`config.mk`:
```
export PLATFORM = sky130hd
export DESIGN_NAME = seg_execute_mdu
export DESIGN_NICKNAME = d
export VERILOG_FILES = /design/src/rtl/seg_execute_mdu_pkg.sv /design/src/rtl/seg_execute_fwd_mux.sv /design/src/rtl/seg_execute_mdu.sv
export SDC_FILE = /design/constraint.sdc
export NUM_CORES = 1
export LEC_CHECK = 0
export ABC_CLOCK_PERIOD_IN_PS = 5900
export CAP_MARGIN = 15
export CORE_UTILIZATION = 53
export DETAILED_ROUTE_END_ITERATION = 16
export PLACE_DENSITY_LB_ADDON = 0.15
export SYNTH_ARGS = -nofsm -noshare
export SYNTH_HDL_FRONTEND = slang
export SYNTH_SLANG_ARGS = --single-unit
```
`constraint.sdc`:
```
create_clock -name i_clk -period 5.9 [get_ports i_clk]
set_input_delay 1.77 -clock i_clk [delete_from_list [all_inputs] [get_ports i_clk]]
set_output_delay 1.77 -clock i_clk [all_outputs]
set_load 0.005 [all_outputs]
```
`src/rtl/seg_execute_mdu_pkg.sv`:
```
// Shared definitions for the execute-stage multiply/divide unit.
// Holds the op codes, the FSM state type and the op decode helpers.
package seg_execute_mdu_pkg;

  localparam logic [2:0] MDOP_MULT  = 3'b000;
  localparam logic [2:0] MDOP_MULTU = 3'b001;
  localparam logic [2:0] MDOP_DIV   = 3'b010;
  localparam logic [2:0] MDOP_DIVU  = 3'b011;
  localparam logic [2:0] MDOP_MTHI  = 3'b100;
  localparam logic [2:0] MDOP_MTLO  = 3'b101;
  localparam logic [2:0] MDOP_MFHI  = 3'b110;
  localparam logic [2:0] MDOP_MFLO  = 3'b111;

  // Divide-by-zero quotient is all ones; one bit here, replicated to LEN by the user.
  localparam logic DIV0_LO_BIT = 1'b1;

  typedef enum logic [1:0] {
    S_IDLE = 2'd0,
    S_RUN  = 2'd1,
    S_FIN  = 2'd2
  } mdu_state_t;

  function automatic logic op_is_mul(input logic [2:0] op);
    return (op == MDOP_MULT) || (op == MDOP_MULTU);
  endfunction

  function automatic logic op_is_signed(input logic [2:0] op);
    return (op == MDOP_MULT) || (op == MDOP_DIV);
  endfunction

endpackage

```
`src/rtl/seg_execute_fwd_mux.sv`:
```
// Generalised N-source operand forwarding mux; out-of-range selects fall back
// to source 0 (the register file).
module seg_execute_fwd_mux #(
  parameter int LEN        = 32,
  parameter int N_FWD      = 4,
  parameter int NB_FWD_SEL = 2
) (
  input  logic [NB_FWD_SEL-1:0] i_sel,
  input  logic [N_FWD*LEN-1:0]  i_data,
  output logic [LEN-1:0]        o_data
);

  always_comb begin
    o_data = i_data[0 +: LEN];
    for (int k = 1; k < N_FWD; k++) begin
      if (int'(i_sel) == k) o_data = i_data[k*LEN +: LEN];
    end
  end

endmodule

```
`src/rtl/seg_execute_mdu.sv`:
```
// Iterative multiply/divide unit with private HI/LO, running in the background of EX.
// Optional macro MDU_EARLY_TERM_EN: multiplies leave RUN once the remaining multiplier bits are zero.
module seg_execute_mdu
  import seg_execute_mdu_pkg::*;
#(
  parameter int LEN            = 32,
  parameter int BITS_PER_CYCLE = 1,
  parameter int N_FWD          = 4,
  parameter int NB_FWD_SEL     = 2,
  parameter int NB_MDOP        = 3
) (
  input  logic                  i_clk,
  input  logic                  i_rst,
  input  logic                  i_valid,
  input  logic [NB_MDOP-1:0]    i_op,
  input  logic                  i_flush,
  input  logic [NB_FWD_SEL-1:0] i_fwd_sel_a,
  input  logic [NB_FWD_SEL-1:0] i_fwd_sel_b,
  input  logic [N_FWD*LEN-1:0]  i_fwd_data,
  output logic                  o_stall,
  output logic                  o_busy,
  output logic                  o_done,
  output logic [LEN-1:0]        o_result,
  output logic [LEN-1:0]        o_hi,
  output logic [LEN-1:0]        o_lo
);

  localparam int STEPS   = LEN / BITS_PER_CYCLE;
  localparam int NB_STEP = (STEPS > 1) ? $clog2(STEPS) : 1;
  localparam logic [NB_STEP-1:0] LAST_STEP = NB_STEP'(STEPS - 1);

  mdu_state_t state;
  logic [LEN-1:0]     op_a, op_b, hi, lo;
  logic [LEN-1:0]     a_mag, b_mag;
  logic               a_neg, b_neg, accept, run_exit;
  logic               busy, done, is_mul, neg_lo, neg_hi;
  logic [2*LEN-1:0]   acc, aux, acc_nxt, aux_nxt, prod_fix;
  logic [LEN-1:0]     mplier, mplier_nxt, quo_fix, rem_fix;
  logic [LEN:0]       trial;
  logic [NB_STEP-1:0] step;

  seg_execute_fwd_mux #(.LEN(LEN), .N_FWD(N_FWD), .NB_FWD_SEL(NB_FWD_SEL)) u_fwd_a (
    .i_sel (i_fwd_sel_a),
    .i_data(i_fwd_data),
    .o_data(op_a)
  );

  seg_execute_fwd_mux #(.LEN(LEN), .N_FWD(N_FWD), .NB_FWD_SEL(NB_FWD_SEL)) u_fwd_b (
    .i_sel (i_fwd_sel_b),
    .i_data(i_fwd_data),
    .o_data(op_b)
  );

  assign accept = i_valid & ~busy;
  assign a_neg  = op_is_signed(i_op) & op_a[LEN-1];
  assign b_neg  = op_is_signed(i_op) & op_b[LEN-1];
  assign a_mag  = a_neg ? -op_a : op_a;
  assign b_mag  = b_neg ? -op_b : op_b;

  // One RUN cycle: BITS_PER_CYCLE shift-add multiply or restoring divide steps.
  // Divide keeps {remainder, dividend/quotient} in acc and the divisor in aux.
  always_comb begin
    acc_nxt    = acc;
    aux_nxt    = aux;
    mplier_nxt = mplier;
    trial      = '0;
    for (int j = 0; j < BITS_PER_CYCLE; j++) begin
      if (is_mul) begin
        if (mplier_nxt[0]) acc_nxt = acc_nxt + aux_nxt;
        aux_nxt    = aux_nxt << 1;
        mplier_nxt = mplier_nxt >> 1;
      end else begin
        trial = {acc_nxt[2*LEN-1:LEN], acc_nxt[LEN-1]};
        if (trial >= {1'b0, aux_nxt[LEN-1:0]}) begin
          trial   = trial - {1'b0, aux_nxt[LEN-1:0]};
          acc_nxt = {trial[LEN-1:0], acc_nxt[LEN-2:0], 1'b1};
        end else begin
          acc_nxt = {trial[LEN-1:0], acc_nxt[LEN-2:0], 1'b0};
        end
      end
    end
  end

`ifdef MDU_EARLY_TERM_EN
  assign run_exit = (step == LAST_STEP) || (is_mul && (mplier_nxt == '0));
`else
  assign run_exit = (step == LAST_STEP);
`endif

  assign prod_fix = neg_lo ? -acc : acc;
  assign quo_fix  = neg_lo ? -acc[LEN-1:0] : acc[LEN-1:0];
  assign rem_fix  = neg_hi ? -acc[2*LEN-1:LEN] : acc[2*LEN-1:LEN];

  always_ff @(posedge i_clk) begin
    if (!i_rst) begin
      state  <= S_IDLE;
      hi     <= '0;
      lo     <= '0;
      acc    <= '0;
      aux    <= '0;
      mplier <= '0;
      step   <= '0;
      is_mul <= 1'b0;
      neg_lo <= 1'b0;
      neg_hi <= 1'b0;
      busy   <= 1'b0;
      done   <= 1'b0;
    end else begin
      done <= 1'b0;
      case (state)
        S_IDLE: begin
          if (accept) begin
            case (i_op)
              MDOP_MTHI: hi <= op_a;
              MDOP_MTLO: lo <= op_a;
              MDOP_MFHI, MDOP_MFLO: ;
              default: begin
                busy   <= 1'b1;
                step   <= '0;
                is_mul <= op_is_mul(i_op);
                if (op_is_mul(i_op)) begin
                  acc    <= '0;
                  aux    <= {{LEN{1'b0}}, a_mag};
                  mplier <= b_mag;
                  neg_lo <= a_neg ^ b_neg;
                  neg_hi <= 1'b0;
                  state  <= S_RUN;
`ifdef MDU_EARLY_TERM_EN
                  if (b_mag == '0) state <= S_FIN;
`endif
                end else if (op_b == '0) begin
                  // Divide by zero: result is preloaded, FIN only publishes it.
                  acc    <= {op_a, {LEN{DIV0_LO_BIT}}};
                  aux    <= '0;
                  mplier <= '0;
                  neg_lo <= 1'b0;
                  neg_hi <= 1'b0;
                  state  <= S_FIN;
                end else begin
                  acc    <= {{LEN{1'b0}}, a_mag};
                  aux    <= {{LEN{1'b0}}, b_mag};
                  mplier <= '0;
                  neg_lo <= a_neg ^ b_neg;
                  neg_hi <= a_neg;
                  state  <= S_RUN;
                end
              end
            endcase
          end
        end
        S_RUN: begin
          if (i_flush) begin
            state <= S_IDLE;
            busy  <= 1'b0;
          end else begin
            acc    <= acc_nxt;
            aux    <= aux_nxt;
            mplier <= mplier_nxt;
            step   <= step + 1'b1;
            if (run_exit) state <= S_FIN;
          end
        end
        S_FIN: begin
          state <= S_IDLE;
          busy  <= 1'b0;
          if (!i_flush) begin
            done <= 1'b1;
            if (is_mul) begin
              hi <= prod_fix[2*LEN-1:LEN];
              lo <= prod_fix[LEN-1:0];
            end else begin
              hi <= rem_fix;
              lo <= quo_fix;
            end
          end
        end
        default: begin
          state <= S_IDLE;
          busy  <= 1'b0;
        end
      endcase
    end
  end

  assign o_stall  = i_valid & busy;
  assign o_busy   = busy;
  assign o_done   = done;
  assign o_hi     = hi;
  assign o_lo     = lo;
  assign o_result = (i_op == MDOP_MFLO) ? lo : hi;

endmodule

```
# Word-level counts from Yosys, hierarchy flattened
# Cells that the tools add are included.
[word_totals]
ff_bits = 236
latchBits = 0
mem_bits_rw = 0
mem_bits_ro = 0
in_bits = 139
out_inout_bits = 99
elab_cells = 134
memories = 0
[op_classes]
addsub = 8
mul = 0
div_mod_pow = 0
order_cmp = 1
eq_ne = 25
shifts = 0
n_mux = 64
n_bitwise = 7
n_reduce_logical = 17
[op_table]
columns = ["operator", "count"]
rows = [
  ["$mux W32", 26],
  ["$mux W64", 13],
  ["$pmux W64 S2", 2],
  ["$pmux W32 S2", 3],
  ["$neg A32 Y32", 4],
  ["$add A64 B64 Y64", 1],
  ["$neg A64 Y64", 1],
  ["$ge A33 B32 Y1", 1],
  ["$logic_not A32 Y1", 1],
  ["$sub A32 B32 Y32", 1],
  ["$mux W5", 3],
  ["$eq A3 B3 Y1 const B", 4],
  ["$mux W2", 6],
  ["$ne A2 B2 Y1 const B", 6],
  ["$reduce_and A4 Y1", 3],
  ["$eq A2 B2 Y1 const B", 5],
  ["$pmux W5 S2", 1],
  ["$reduce_and A5 Y1", 2],
  ["$reduce_and A3 Y1", 3],
  ["$mux W1", 8],
  ["$eq A2 B1 Y1 const B", 3],
  ["$ne A3 B3 Y1 const B", 2],
  ["$add A5 B1 Y5 const B", 1],
  ["$eq A5 B5 Y1 const B", 1],
  ["other kinds (14)", 21],
]

# Logic depth before layout (Yosys ltp)
# Gate-level depths: netlist of the first run.
[logic_depth]
word_depth = 11
depth_mapped = 15
ltp_nobuf = 14

# Hierarchy
# Synthesis of the first run repeated with hierarchy kept, for this count alone.
[unflattened]
hier_cells = 2853
hier_area_um2 = 21566.9
[by_module_without_submodules]
columns = ["module", "n_inst", "cells_per_inst", "area_each_um2", "seq_area_each_um2"]
rows = [
  ["seg_execute_mdu", 1, 2775, 19937.9, 4724.5],
  ["seg_execute_fwd_mux", 2, 39, 814.5, 0.0],
]

# Worst setup path before layout of the first run
# OpenSTA, ideal clock, no wires.
[synth_path]
kind = "input -> register"
from = "input i_fwd_sel_b[1]"
to = "register acc[57]"
t_arrival_ns = 5.001
slack_ns = 0.819
path_stages = 14
path_cell_list = "clkbuf_1 > clkbuf_1 > buf_1 > mux4_2 > inv_1 > ha_1 > inv_1 > nor3_1 > nand3_2 > nor4_4 > buf_4 > nand2_1 > a21boi_1 > a211oi_2"
[synth_via]
elab_chain_cells = 10
word_cells_on_any_way = 12
[synth_lines]
columns = ["item", "line", "source"]
rows = [
  ["start: declaration", "seg_execute_mdu.sv:18", "input logic [NB_FWD_SEL-1:0] i_fwd_sel_b,"],
  ["$eq A2 B2 Y1", "seg_execute_fwd_mux.sv:16", "if (int'(i_sel) == k) o_data = i_data[k*LEN +: LEN];"],
  ["$mux W32 (2 in a row)", "seg_execute_fwd_mux.sv:16", ""],
  ["$mux W32 *", "seg_execute_fwd_mux.sv:16", ""],
  ["$logic_not A32 Y1 *", "seg_execute_mdu.sv:131", "end else if (op_b == '0) begin"],
  ["$mux W64 *", "seg_execute_mdu.sv:131", ""],
  ["$mux W64 *", "seg_execute_mdu.sv:121", "if (op_is_mul(i_op)) begin"],
  ["$mux W64 *", "seg_execute_mdu.sv:113", "case (i_op)"],
  ["$mux W64 *", "seg_execute_mdu.sv:112", "if (accept) begin"],
  ["$pmux W64 S2 *", "seg_execute_mdu.sv:110", "case (state)"],
  ["end signal: assignment", "seg_execute_mdu.sv:133", "acc <= {op_a, {LEN{DIV0_LO_BIT}}};"],
  ["end signal: assignment", "seg_execute_mdu.sv:140", "acc <= {{LEN{1'b0}}, a_mag};"],
  ["end signal: assignment", "seg_execute_mdu.sv:156", "acc <= acc_nxt;"],
  ["end: declaration", "seg_execute_mdu.sv:37", "logic [2*LEN-1:0] acc, aux, acc_nxt, aux_nxt, prod_fix;"],
]
# Mark *: on every way between the ends. The rest lies on a longest branch, timed or not. The select of a mux whose other input is x is not followed.
# A chain may end at the register's enable or synchronous reset.

# Final worst setup path of the first run
[layout_path]
from = "input i_op[0]"
to = "output o_result[2]"
[layout_via]
elab_chain_cells = 2
[layout_lines]
columns = ["item", "line", "source"]
rows = [
  ["start: declaration", "seg_execute_mdu.sv:15", "input logic [NB_MDOP-1:0] i_op,"],
  ["$eq A3 B3 Y1", "seg_execute_mdu.sv:190", "assign o_result = (i_op == MDOP_MFLO) ? lo : hi;"],
  ["$mux W32", "seg_execute_mdu.sv:190", ""],
  ["end: declaration", "seg_execute_mdu.sv:23", "output logic [LEN-1:0] o_result,"],
]
# Every way passes these cells.

==> results of run 1 <==
[where the power goes]
part / internal, mW / switching, mW
registers: 1.70 / 0.219
clock network: 1.16 / 0.806
logic: 0.943 / 1.60
[layout make-up]
| class | instances | area [sq um] | share of cell area |
|---|---|---|---|
| diodes | 3 | 7.51 | 0.000297 |
| clock buffers | 36 | 782 | 0.0310 |
| clock inverters | 17 | 231 | 0.00917 |
| inverters | 76 | 288 | 0.0114 |
| multi-input cells | 2326 | 15700 | 0.621 |
| flip-flops and latches | 236 | 4730 | 0.187 |
| well taps | 525 | 657 | 0.0260 |
| repair buffers | 299 | 2890 | 0.114 |
[registers in the layout, summed over array words and instances, names as in the netlist]
name,cells
aux,64
neg_hi,1
neg_lo,1
step,5
o_hi,32
is_mul,1
acc,64
o_lo,32
state,2
o_busy,1
mplier,32
o_done,1
[through the flow]
stage | hold slack, ns | total power, mW | util | cells
floorplan | 0.436 | 3.42 | - | 2835
global placement | 0.444 | 4.32 | 0.610 | 3462
global route | 0.485 | 6.61 | 0.635 | 3516
CTS | 0.463 | 6.29 | 0.635 | 3515
finish | 0.463 | 6.43 | 0.635 | 3518
detailed placement | 0.455 | 4.36 | 0.610 | 3462
[path summary, 6_finish.rpt]
kind                              start          end  slack (ns)
worst max-delay path            i_op[0]  o_result[2]        0.49
worst min-delay path            step[4]      step[4]        0.46
worst max register to register  acc[33]      acc[34]        0.82
worst min register to register  step[4]      step[4]        0.46
[worst reg2reg max path: cells and delay by family, from the launching register on]
kind	cells	cell delay [ns]
AOI/OAI and AO/OA	8	3.54
DFF	1	0.65
adders and majority gates	1	0.40
buffers and inverters	1	0.27
and+or+nand+nor	1	0.17
[cell usage in the layout, fill, tap and decap left out, types with 52 or more instances in the layout]
cell / synthesis / routed
a21oi_1: 342 / 342
nand2_1: 277 / 277
nor2_1: 276 / 274
dfxtp_1: 236 / 235
clkdlybuf4s50_1: 0 / 234
o21ai_0: 203 / 203
xnor2_1: 120 / 120
ha_1: 101 / 101
nand3_1: 90 / 90
xor2_1: 79 / 79
inv_1: 74 / 74
mux4_2: 64 / 64
a211oi_1: 61 / 61
buf_4: 1 / 57
a21o_1: 52 / 52
[routing by layer]
layer / track usage / share of wire / vias to the layer above
li1: - / - / 10800
met1: 0.568 / 0.37 / 11700
met2: 0.726 / 0.43 / 1890
met3: 0.160 / 0.13 / 435
met4: 0.287 / 0.069 / 8
met5: 0 / 0.00051 / -
[cell families after synthesis]
group,share of synthesized area
mux,0.103
buf+inv,0.0498
fa+ha+maj,0.0610
compound gates,0.285
flops,0.221
simple gates,0.199
xor+xnor,0.0815
==> impl_results.md, run 1 <==
- Area growth, synth to finish: 18.0%
- R2R depth: 11
- Final Hold Vio Count: 0
- Slowest stage delay, CP: 0.48 ns
- Final worst clock skew: 0.0377 ns
- Sink Count: 236
- Register area share after synthesis: 0.221
- Die area: 41200 sq um
- Die Height: 203 um
- Drt drc: 0
- Routed WL: 100 mm
- Cell Area, Placed: 24200 sq um
- CTS tree: done
- Fin area: 25200 sq um
- Pre-CTS setup slack: 0.450 ns
- CP Class: in2out
- Pleak: 9.56 nW
- Crit path cell chain: clkdlybuf4s50_1 -> nand3_1 -> buf_4 -> mux2_2 -> clkdlybuf4s50_1
- Post-Syn Instances: 2835
- Routed vias: 24800
- GP Congestion: 1.08
- RSZ-0062 raised after global routing: no
- Gr ovfl total: 0
- Total I/O pin count: 238
- Die width: 203 um
- Post-Syn Nets: 3077
- Crit path launch type: input pin
- Status: finished clean
- MaxCap Viol Count: 0
- All-Layer GR Usage: 0.472
- Pre-antenna DRT Iters: 6
- Critical path arrival: 3.64 ns
- Clock root buffer: clkbuf_16
- Starting Density: 0.538
- Buffers on Ports: 237
- Clock Pin Slew Worst Setup and Hold Paths: 0.06 ns
- Critical path buffer and inverter count: 3
- Synth Register Bits: 236
- Post-DP HPWL: 77.5 mm
- Synthesis Warnings: 0
- Core area: 39700 sq um
- Vias in the first global route: 23500
- Final min period: 5.41 ns
- Slowest stage cell on the critical path: clkdlybuf4s50_1
- Antenna violations before repair: 4
- Final antenna-violating net count: 0
- Worst Hold Path Cells: 2
- Final Setup Violations: 0
- Row cnt: 73
- Bufs on Longest Clock Path: 3
- Max Clk Rate: 0.185 GHz
- Worst-Margin Slew: 1.24 ns
- Top-count cell post-synth: a21oi_1
- Worst Setup End Kind: output pin
- Final WS setup: 0.493 ns
- Critical path's most frequent cell: clkdlybuf4s50_1
- Routed len/inst: 28.4 um
- Hold crit path type: reg2reg
- Post-Syn Area per Cell: 7.54 sq um
- Critical path depth in cells: 5
- Setup TNS: 0 ns
- Mapped cell area: 21400 sq um
- Fill cells: 3448
- Clk Latency, worst-skew pair: 0.61 ns
- Routed vias/inst: 7.06
- Slew Limit Fails: 0
- H-tree Lvls: 1
- Netlist cell types: 81
- TritonCTS Buffers: 29
- Area contributors post-synth: dfxtp_1, a21oi_1, mux4_2, ha_1, xnor2_1
- Worst Path Required: 4.13 ns
- Most area-hungry cell type in the Yosys netlist: dfxtp_1
- Post-cts resize count: 0
- Pin count of the biggest net entering global routing: 121
- Global-route wire length before repair: 147 mm
- Top_reg_cell synth: dfxtp_1
- PwrDens: 255 nW/um^2
- Rel. slew slack: 0.170
- Setup bufs post-CTS: 0
- Worst-path maximum fanout: 32
- Count of hold buffers inserted by post-cts repair: 0
- Nets: 3210
- Layout cells sized above 1: 0.0880
- Worst IR drop on VDD: 257 uV
- Starting DRT DRC Count: 3090
- Post-synth EDFFs: 0
- Synth cell count leaders: a21oi_1, nand2_1, nor2_1, dfxtp_1, o21ai_0
- Yosys top cell area share: 0.221
- Top delay family on crit path: buffers and inverters
- Crit share post-route: 0.916
- Synth async-reset ratio: 0
Note: power is estimated with default switching activity, not from simulation.
==> run 2, diff against run 1 <==
--- a/config.mk
+++ b/config.mk
@@ -8,6 +8,7 @@
 export ABC_CLOCK_PERIOD_IN_PS = 5900
 export CAP_MARGIN = 15
 export CORE_UTILIZATION = 53
+export CTS_CLUSTER_DIAMETER = 40
 export DETAILED_ROUTE_END_ITERATION = 16
 export PLACE_DENSITY_LB_ADDON = 0.15
 export SYNTH_ARGS = -nofsm -noshare
==> run 2 against run 1 <==
Register-to-register slack better by 0.05 ns. Global-route usage is 0.74 points higher. Worst setup slack better by 0.0013 ns. Hold slack hardly changed. Critical path depth stayed put. Routed wire length is 1.4% higher. First-iteration DRC count is 13% higher. Clock power is 50% higher.
==> impl_results.md, run 2 (synthesis gave the netlist of run 1 again) <==
- Routed WL: 101 mm (+1.4%)
- Setup bufs post-CTS: 0 (unchanged)
- Crit share post-route: 0.916 (about the same)
- Total I/O pin count: 238 (unchanged)
- Sink Count: 236 (unchanged)
- Buffers on Ports: 237 (unchanged)
- Setup crit end: o_result[5]
- Routed vias/inst: 7.12 (+0.73%)
- RSZ-0062 raised after global routing: no
- Antenna violations before repair: 4 (unchanged)
- Worst IR drop on VDD: 278 uV (+8.2%)
- Clock Pin Slew Worst Setup and Hold Paths: 0.06 ns (about the same)
- Worst Setup End Kind: output pin
- Routed vias: 25300 (+1.9%)
- Worst-Margin Slew: 1.22 ns (-0.0116 ns)
- Setup TNS: 0 ns (unchanged)
- Non-filler instance count after layout: 3558 (+1.1%)
- Combinational power share: 0.343 (-0.052)
- Worst Path Required: 4.13 ns (about the same)
- Area growth, synth to finish: 21.4%
- RR Startpoint: acc[33]
- Final antenna-violating net count: 0 (unchanged)
- Final min period: 5.41 ns (-0.00131 ns)
- Drt drc: 0 (unchanged)
- Critical Path Source: i_op[0]
- Commonest non-fill, non-tap cell in the layout: a21oi_1
- Routed len/inst: 28.5 um (+0.28%)
- Hold crit path type: reg2reg
- Slew Limit Fails: 0 (unchanged)
- CP Class: in2out
- HP Start: step[4]
- Die Height: 203 um (unchanged)
- Worst-path maximum fanout: 32 (unchanged)
- Status: finished clean
- Final worst clock skew: 0.0499 ns (+0.0122 ns)
- Layout cells sized above 1: 0.100 (+0.0124)
- Fill cells: 3374 (-2.1%)
- Max Clk Rate: 0.185 GHz (about the same)
- Vias in the first global route: 23800 (+1.2%)
- TritonCTS Buffers: 50 (+72%)
- Reg power frac: 0.259 (-0.040)
- Gr ovfl total: 0 (unchanged)
- Clock root buffer: clkbuf_16
- Commonest non-fill, non-tap cells in the layout: a21oi_1, nand2_1, nor2_1, dfxtp_1, clkdlybuf4s50_1
- Largest registers: acc x64, aux x64
- Worst Hold Path Cells: 2 (unchanged)
- Pleak: 9.91 nW (+3.6%)
- Crit path launch type: input pin
- Register-to-Register Setup Slack: 0.87 ns (+0.05 ns)
- Starting Density: 0.538 (unchanged)
- Row cnt: 73 (unchanged)
- Core area: 39700 sq um (unchanged)
- Post-DP HPWL: 77.5 mm (unchanged)
- Rel. slew slack: 0.177 (+0.00783)
- PwrDens: 286 nW/um^2 (+12%)
- GP Congestion: 1.08 (unchanged)
- Final Setup Violations: 0 (unchanged)
- Post-layout util: 0.653 (+0.0182)
- Pin count of the biggest net entering global routing: 121 (unchanged)
- Die area: 41200 sq um (unchanged)
- Critical path arrival: 3.64 ns (about the same)
- Clk Latency, worst-skew pair: 0.64 ns (+0.03 ns)
- Starting DRT DRC Count: 3498 (+13%)
- R2R depth: 11 (unchanged)
- Global-route wire length before repair: 148 mm (+1.3%)
- Count of hold buffers inserted by post-cts repair: 0 (unchanged)
- All-Layer GR Usage: 0.480 (+0.00740)
- Nets: 3231 (+0.65%)
- Sw Pwr: 2.97 mW (+13%)
- Die width: 203 um (unchanged)
- Final Hold Vio Count: 0 (unchanged)
- Post-cts resize count: 0 (unchanged)
- H-tree Lvls: 2 (+1)
- Clock share of power: 0.398 (+0.092)
- Placed cell count: 3462 (unchanged)
- MaxCap Viol Count: 0 (unchanged)
- R2R Path End: acc[34]
- Pint: 4.46 mW (+17%)
- Bufs on Longest Clock Path: 3 (unchanged)
- Switch share: 0.399 (-0.00872)
- Pre-antenna DRT Iters: 7 (+1)
- CTS tree: done
[run 2: changes by cell type in the layout (fill, tap and decap cells not counted), moves of 2 or more]
cell | previous run | this run
clkinv_2 | 9 | 4
clkinv_4 | 0 | 9
clkinvlp_4 | 1 | 3
clkbuf_16 | 29 | 50
inv_6 | 1 | 9
inv_8 | 0 | 5
clkbuf_1 | 4 | 2
[run 2: worst min-delay path by stage]
stage | slack, ns | end
final | 0.46 | step[4]
after global routing | 0.48 | step[4]
after CTS | 0.46 | step[4]
after detailed placement | 0.45 | step[4]
after global placement | 0.44 | step[4]
after floorplan | 0.44 | step[4]
[run 2: power by group through the flow]
| stage | combinational (mW) | clock, mW | sequential [mW] |
|---|---|---|---|
| after detailed placement | 2.42 | 0 | 1.94 |
| after CTS | 2.44 | 2.93 | 1.91 |
| after global routing | 2.68 | 3.01 | 1.92 |
| final | 2.55 | 2.96 | 1.93 |
| after global placement | 2.39 | 0 | 1.93 |
| after floorplan | 1.59 | 0 | 1.83 |
[run 2: stage by stage]
stage,setup WS [ns],instance area [sq um],total power [mW],hold WS [ns]
global placement,0.574,24200,4.32,0.444
global route,0.435,26000,7.61,0.484
floorplan,0.819,21400,3.42,0.436
detailed placement,0.450,24200,4.36,0.455
CTS,0.467,26000,7.27,0.462
finish,0.494,26000,7.43,0.464
[run 2: area by class of cell]
| class | instances | area (sq um) | area share |
|---|---|---|---|
| clock buffers | 55 | 1300 | 0.0501 |
| inverters | 76 | 288 | 0.0111 |
| flip-flops and latches | 236 | 4730 | 0.182 |
| repair buffers | 299 | 2890 | 0.111 |
| multi-input cells | 2326 | 15700 | 0.603 |
| diodes | 4 | 10.0 | 0.000386 |
| clock inverters | 37 | 433 | 0.0167 |
| well taps | 525 | 657 | 0.0253 |
[run 2: worst max-delay path, stage by stage]
cell and delay, ns:
clkdlybuf4s50_1 0.47, nand3_1 0.14, buf_4 0.39, mux2_2 0.40, clkdlybuf4s50_1 0.45
[run 2: routing by layer]
layer | up-vias | routed length [um] | part of all wire | GRT usage
met4 | 2 | 7270 | 0.072 | 0.299
met3 | 466 | 13800 | 0.14 | 0.155
li1 | 10800 | - | - | -
met2 | 2092 | 43200 | 0.43 | 0.734
met1 | 11900 | 37100 | 0.37 | 0.582
met5 | - | 13 | 0.00013 | 0
